<file path="src/rtl/hazard_unit.sv">
// hazard_unit -- pipeline hazard unit for the five-stage ARM core.
//
// Purpose: resolves data hazards by forwarding and load-use stalls, handles
// PC redirects by flushing, and freezes the whole pipeline while a
// multi-cycle data-memory access is outstanding. A wait counter guards each
// access; if memory never answers, the unit locks into an error state that
// keeps the pipeline frozen until reset.
//
// Optional build macro: HAZARD_PERFCNT_EN adds stall/flush cycle counters.
// Without it, StallCycles/FlushCycles are constant zero and no counter flops
// are built.
//
// Ports:
//   clk, reset                 rising-edge clock, async active-low reset
//   RA1D/RA2D, RA1E/RA2E       source register numbers in Decode / Execute
//   WA3E/WA3M/WA3W             destination register numbers in E / M / W
//   RegWriteM/W, MemtoRegE     writeback enables, Execute-is-load
//   MemReqM, MemReadyM         data-memory request / completion in Memory
//   PCWrPendingF, PCSrcW,
//   BranchTakenD               PC redirect status from the controller
//   ForwardAE/BE               00 regfile, 01 ResultW, 10 ALUOutM
//   StallF/D/E/M               hold stage registers
//   FlushD/E/W                 clear stage registers to bubbles
//   MemErr                     sticky memory-timeout flag
//   StallCycles, FlushCycles   performance counters
module hazard_unit #(
    parameter int WAIT_W      = 8,
    parameter int MEM_TIMEOUT = 200
) (
    input  logic        clk,
    input  logic        reset,
    input  logic [3:0]  RA1D,
    input  logic [3:0]  RA2D,
    input  logic [3:0]  RA1E,
    input  logic [3:0]  RA2E,
    input  logic [3:0]  WA3E,
    input  logic [3:0]  WA3M,
    input  logic [3:0]  WA3W,
    input  logic        RegWriteM,
    input  logic        RegWriteW,
    input  logic        MemtoRegE,
    input  logic        MemReqM,
    input  logic        MemReadyM,
    input  logic        PCWrPendingF,
    input  logic        PCSrcW,
    input  logic        BranchTakenD,
    output logic [1:0]  ForwardAE,
    output logic [1:0]  ForwardBE,
    output logic        StallF,
    output logic        StallD,
    output logic        StallE,
    output logic        StallM,
    output logic        FlushD,
    output logic        FlushE,
    output logic        FlushW,
    output logic        MemErr,
    output logic [31:0] StallCycles,
    output logic [31:0] FlushCycles
);

    typedef enum logic [1:0] {
        MS_RUN  = 2'd0,
        MS_WAIT = 2'd1,
        MS_ERR  = 2'd2
    } memState_t;

    memState_t         state, stateNext;
    logic [WAIT_W-1:0] waitCnt, waitCntNext;
    logic              memStall;
    logic              ldrStall;

    // Memory stage result beats writeback result: it is the younger write.
    function automatic logic [1:0] fwdSel(
        input logic [3:0] ra,
        input logic       regWrM,
        input logic [3:0] waM,
        input logic       regWrW,
        input logic [3:0] waW
    );
        if (regWrM && (ra == waM))      return 2'b10;
        else if (regWrW && (ra == waW)) return 2'b01;
        else                            return 2'b00;
    endfunction

    assign ForwardAE = fwdSel(RA1E, RegWriteM, WA3M, RegWriteW, WA3W);
    assign ForwardBE = fwdSel(RA2E, RegWriteM, WA3M, RegWriteW, WA3W);

    assign ldrStall = MemtoRegE & ((RA1D == WA3E) | (RA2D == WA3E));

    // ---------------- memory wait FSM ----------------
    always_ff @(posedge clk or negedge reset) begin
        if (!reset) begin
            state   <= MS_RUN;
            waitCnt <= '0;
        end else begin
            state   <= stateNext;
            waitCnt <= waitCntNext;
        end
    end

    always_comb begin
        stateNext   = state;
        waitCntNext = waitCnt;
        memStall    = 1'b0;
        unique case (state)
            MS_RUN: begin
                // Ready in the request cycle is a zero-wait access.
                memStall = MemReqM & ~MemReadyM;
                if (MemReqM && !MemReadyM) begin
                    stateNext   = MS_WAIT;
                    waitCntNext = WAIT_W'(1);
                end
            end
            MS_WAIT: begin
                memStall = ~MemReadyM;
                if (MemReadyM) begin
                    stateNext   = MS_RUN;
                    waitCntNext = '0;
                end else if (waitCnt == WAIT_W'(MEM_TIMEOUT)) begin
                    stateNext = MS_ERR;
                end else begin
                    waitCntNext = waitCnt + WAIT_W'(1);
                end
            end
            MS_ERR: begin
                // Terminal: late ready responses are ignored.
                memStall = 1'b1;
            end
            default: begin
                stateNext   = MS_RUN;
                waitCntNext = '0;
            end
        endcase
    end

    // ERR is only left through reset, so the state itself is the sticky flag.
    assign MemErr = (state == MS_ERR);

    // ---------------- stall / flush ----------------
    always_comb begin
        StallF = 1'b0;
        StallD = 1'b0;
        StallE = 1'b0;
        StallM = 1'b0;
        FlushD = 1'b0;
        FlushE = 1'b0;
        FlushW = 1'b0;
        if (memStall) begin
            // Freeze F..M and bubble W; redirect flushes wait until the
            // freeze lifts so no in-flight instruction is lost.
            StallF = 1'b1;
            StallD = 1'b1;
            StallE = 1'b1;
            StallM = 1'b1;
            FlushW = 1'b1;
        end else begin
            StallF = ldrStall | PCWrPendingF;
            StallD = ldrStall;
            FlushD = PCWrPendingF | PCSrcW | BranchTakenD;
            FlushE = ldrStall | BranchTakenD;
        end
    end

    // ---------------- performance counters ----------------
`ifdef HAZARD_PERFCNT_EN
    logic [31:0] stallCnt, flushCnt;

    always_ff @(posedge clk or negedge reset) begin
        if (!reset) begin
            stallCnt <= '0;
            flushCnt <= '0;
        end else begin
            stallCnt <= stallCnt + {31'd0, StallF};
            flushCnt <= flushCnt + {31'd0, FlushD | FlushE};
        end
    end

    assign StallCycles = stallCnt;
    assign FlushCycles = flushCnt;
`else
    assign StallCycles = '0;
    assign FlushCycles = '0;
`endif

endmodule

</file>
<file path="config.mk">
export PLATFORM = sky130hd
export DESIGN_NAME = hazard_unit
export DESIGN_NICKNAME = d
export VERILOG_FILES = /design/src/rtl/hazard_unit.sv
export SDC_FILE = /design/constraint.sdc
export NUM_CORES = 1
export LEC_CHECK = 0
export BUFFER_PORTS_ARGS = -buffer_cell sky130_fd_sc_hd__buf_4
export CAP_MARGIN = 10
export CORE_ASPECT_RATIO = 0.9
export CORE_MARGIN = 4
export CORE_UTILIZATION = 30
export CTS_CLUSTER_SIZE = 10
export DETAILED_ROUTE_END_ITERATION = 6
export HOLD_SLACK_MARGIN = 0.15
export PLACE_DENSITY = 0.77
export SETUP_SLACK_MARGIN = 0.1
export SLEW_MARGIN = 20
export SYNTH_ARGS = -nofsm -noshare
export SYNTH_HDL_FRONTEND = slang
export SYNTH_SLANG_ARGS = --single-unit
export TNS_END_PERCENT = 20
</file>
<file path="constraint.sdc">
create_clock -name clk -period 1.6 [get_ports clk]
set_input_delay 0.32 -clock clk [delete_from_list [all_inputs] [get_ports clk]]
set_output_delay 0.32 -clock clk [all_outputs]
set_load 0.02 [all_outputs]
</file>
==> out/results.env <==
RUN_STATUS='complete, but fails checks'
VIOLATIONS='negative setup slack'
CRITICAL-PATH-TOP-CELL-BY-COUNT='sky130_fd_sc_hd__buf_4'
FLOORPLAN.INITIALDENSITY_PCT=31.6
DP_HPWL_UM=2800
STD_CELL_ROWS=23
IRDROPWORSTVDD_mV=0.177
DETAILEDPLACE.WORSTSLACK_PS=-79.5
WORST_EP_REQUIRED_TIME_PS=1280
SETUP_REPAIR_AFTER_GLOBAL_ROUTING_MISSED_ITS_MARGIN='true'
FINALSETUPVIOLCOUNT=6
CTS_BUFFERS=3
HIGHEST_LAYER='met4'
CTS.SINK_COUNT=10
REMAINING_DRC_ERRORS=0
FILLER_CELLS=454
DRT-MET1-WL_UM=1160
CRITPATHMAXFANOUT=2
CRITICAL_PATH_CLASS='in -> out'
SYNTH-SEQ-AREA-SHARE_PCT=17.5
START_KIND='input pin'
POWERDENSITY_nW_PER_UM2=551
WL_PER_CELL_UM=11.3
VIAS_IN_THE_FIRST_GLOBAL_ROUTE=1089
DESIGN.PORTCOUNT=114
MET3_WIRELENGTH_UM=249
CTS_ROOT_BUF='sky130_fd_sc_hd__clkbuf_8'
YS_SEQ_ELEMENTS=10
DIE_HEIGHT_UM=73.4
SYN2LAYOUT_AREA_GROWTH_PCT=35.6
MIN-DELAY-PATH-CLASS='in -> async'
REG2REG_SLACK_PS=90
GRT_ANTENNA_BEFORE_REPAIR=0
ANT_NETS=0
CTS.REPORTEDPATHS.CLKPINSLEW_PS=50
FINAL_LAYOUT_SIZE_SUFFIX_GT1_SHARE_PCT=39.1
DRT_ITER0_MARKERS=73
FINALCRITPERIODSHARE_PCT=104
CELL_FAMILY_WITH_MOST_CP_DELAY='buffers and inverters'
VIA_COUNT=1162
TRITONCTS='yes'
CTS-ROOT-TO-SINK-BUFFERS=2
WORST_SETUP_PATH_STARTPOINT='RA1D[2]'
SYN_AVG_CELL_AREA_UM2=8.16
REGTOREGENDPOINT='waitCnt[1]$_DFFE_PN0P_'
FINAL_NETS=280
TIMING.REG2REG.WORST_PATH_DEPTH=6
CTS_HTREE_LEVELS=1
MAX-CAP-VIOLATIONS=0
MIN_PERIOD_PS=1660
CRITICAL_PATH_CELL_COUNT=7
TOTALPOWERFINAL_mW=1.07
CRIT_PATH_TOP_DELAY_CELL='sky130_fd_sc_hd__nor4_2'
YOSYS-TOP-CELLS-AREA='sky130_fd_sc_hd__buf_4 35%, sky130_fd_sc_hd__dfrtp_1 18%, sky130_fd_sc_hd__xor2_1 14%, sky130_fd_sc_hd__nand2_1 2.6%, sky130_fd_sc_hd__nor2_1 2.4%'
GRT_FIRST_PASS_WIRELENGTH_UM=4760
SLEW_VIOL_FINAL=0
CORE_REGION_AREA_UM2=4520
PORT_BUFFERS=49
INSERTION_DELAY_PS=240
CRITPATHBUFINV=3
LEAKAGEPOWER_nW=0.994
SYNTH_LARGEST_AREA_CELL='sky130_fd_sc_hd__buf_4'
GRT_USAGE_PCT=10.2
TIMING.FINAL.HOLD_VIOLATIONS=0
MET2WIRELENGTH_UM=1950
NETLIST_AREA_UM2=1430
DETAIL_ROUTE.FIRST_PASS.ITERATIONS=4
SYNTH_CELL_TYPES=38
CRITICAL_PATH.ENDPOINT_TYPE='primary output'
WORST_CASE_CLOCK_SKEW_PS=4.98
DIE_AREA_UM2=5930
WORSTPATHCELLLIST='buf_4 > xor2_2 > nor4_2 > o21ai_1 > buf_4 > nand2_2 > buf_6'
GP_CONGESTION=0.863
FIN_WS_PS=-63.8
MAX_STAGE_DELAY_PS=280
SYNTH_WARNINGS=0
MAXIMUM_NUMBER_OF_PINS_ON_ONE_NET_BEFORE_GLOBAL_ROUTE_REPAIR=12
BEGINNING_OF_THE_WORST_REGISTER_TO_REGISTER_PATH='waitCnt[1]$_DFFE_PN0P_'
ANTENNA_CELLS_INSERTED=0
SYN_INST=175
UTILIZATION_PCT=42.8
GRT-OVFL-TOTAL=0
DETAILED_ROUTE_VIAS_PER_INSTANCE=3.87
SYNTH.TOP_CELL.AREA_SHARE_PCT=34.7
DIE_X_UM=80.7
MAXCLOCKFREQUENCY_MHz=601
POSTROUTEWIRELENGTH_UM=3400
TIMING.CRITICAL_PATH.ARRIVAL_PS=1340
## cell type report
cell class / instances / area [µm²] / area share, %
Clock buffer: 3 / 41.3 / 2.13
Inverter: 7 / 26.3 / 1.36
Multi-Input combinational cell: 153 / 1000 / 51.9
Sequential cell: 10 / 250 / 12.9
Tap cell: 62 / 77.6 / 4.01
Timing Repair Buffer: 65 / 536 / 27.7
## report_power, final
part	leakage [nW]	internal [mW]	switching, mW	total (mW)
combinational	0.838	0.212	0.318	0.530
clock	0.0216	0.165	0.0969	0.262
sequential	0.135	0.265	0.00940	0.275
total	0.994	0.642	0.424	1.07
## layer usage
layer	vias to the layer above	global-route usage, %
li1	573	-
met2	54	18.8
met3	4	2.08
met5	-	0
met4	0	3.94
met1	531	11.5
## cell usage in the layout (no fill, tap or decap), drive strengths merged, types with 5 or more instances in the layout
| cell type | instances |
|---|---|
| nand2 | 10 |
| inv | 7 |
| o22ai | 5 |
| xor2 | 23 |
| buf | 64 |
| nor2 | 9 |
| conb | 64 |
| dfrtp | 10 |
## cell families (layout without fill, tap and decap cells)
kind of cell | after synthesis | after routing | synth area share, %
buffers and inverters | 75 | 75 | 37.2
AND/OR/NAND/NOR | 40 | 40 | 16.7
XOR/XNOR | 26 | 26 | 16.0
AO/OA/AOI/OAI | 20 | 20 | 9.90
flip-flops | 10 | 10 | 17.5
adder cells (fa/ha/maj) | 2 | 2 | 1.75
other | 1 | 64 | 0.263
multiplexers | 1 | 1 | 0.701
## repair_timing
item,CTS,global route
pin swaps,9,11
endpoints found under the setup margin,15,15
setup buffers,3,0
gates resized for setup,19,12
hold buffers,1,0
hold endpoints to repair,10,0
## metrics by stage
stage	std cells	hold WS (ps)	TNS (ps)	cell area, µm²
after detailed placement	293	159	-145	1740
after global placement	293	155	-70.1	1740
after floorplan	238	24.4	0	1710
after global routing	300	469	-771	1940
after CTS	300	448	-296	1880
final	300	460	-196	1940
## synth_stat cells, drive strengths merged
master,number
nor3b,1
conb,1
dfrtp,10
nor4b,2
a31o,1
inv,7
a21oi,1
nor2,9
and3,1
nand4b,1
o21a,1
a21boi,1
xnor2,3
nand2,10
xor2,23
o21bai,1
o21ai,3
nor2b,1
a211oi,1
nand2b,3
nor4,3
nand3,3
ha,2
o2111ai,1
mux2i,1
o32ai,1
o22ai,5
or2,1
nor3,3
clkbuf,1
and2,1
o211ai,2
a222oi,1
o2bb2ai,1
and4,1
buf,67
## worst max path at each step
stage               slack (ps)     end
finish                     -60  StallF
global route              -120  StallD
CTS                        -70  StallD
detailed placement         -80  FlushE
global placement           -60  FlushE
floorplan                   30  StallD
## flip-flops by register name (all words and copies together), names as in the netlist
register,count
state,2
waitCnt,8
No activity file was read; power rests on OpenSTA's default activity.
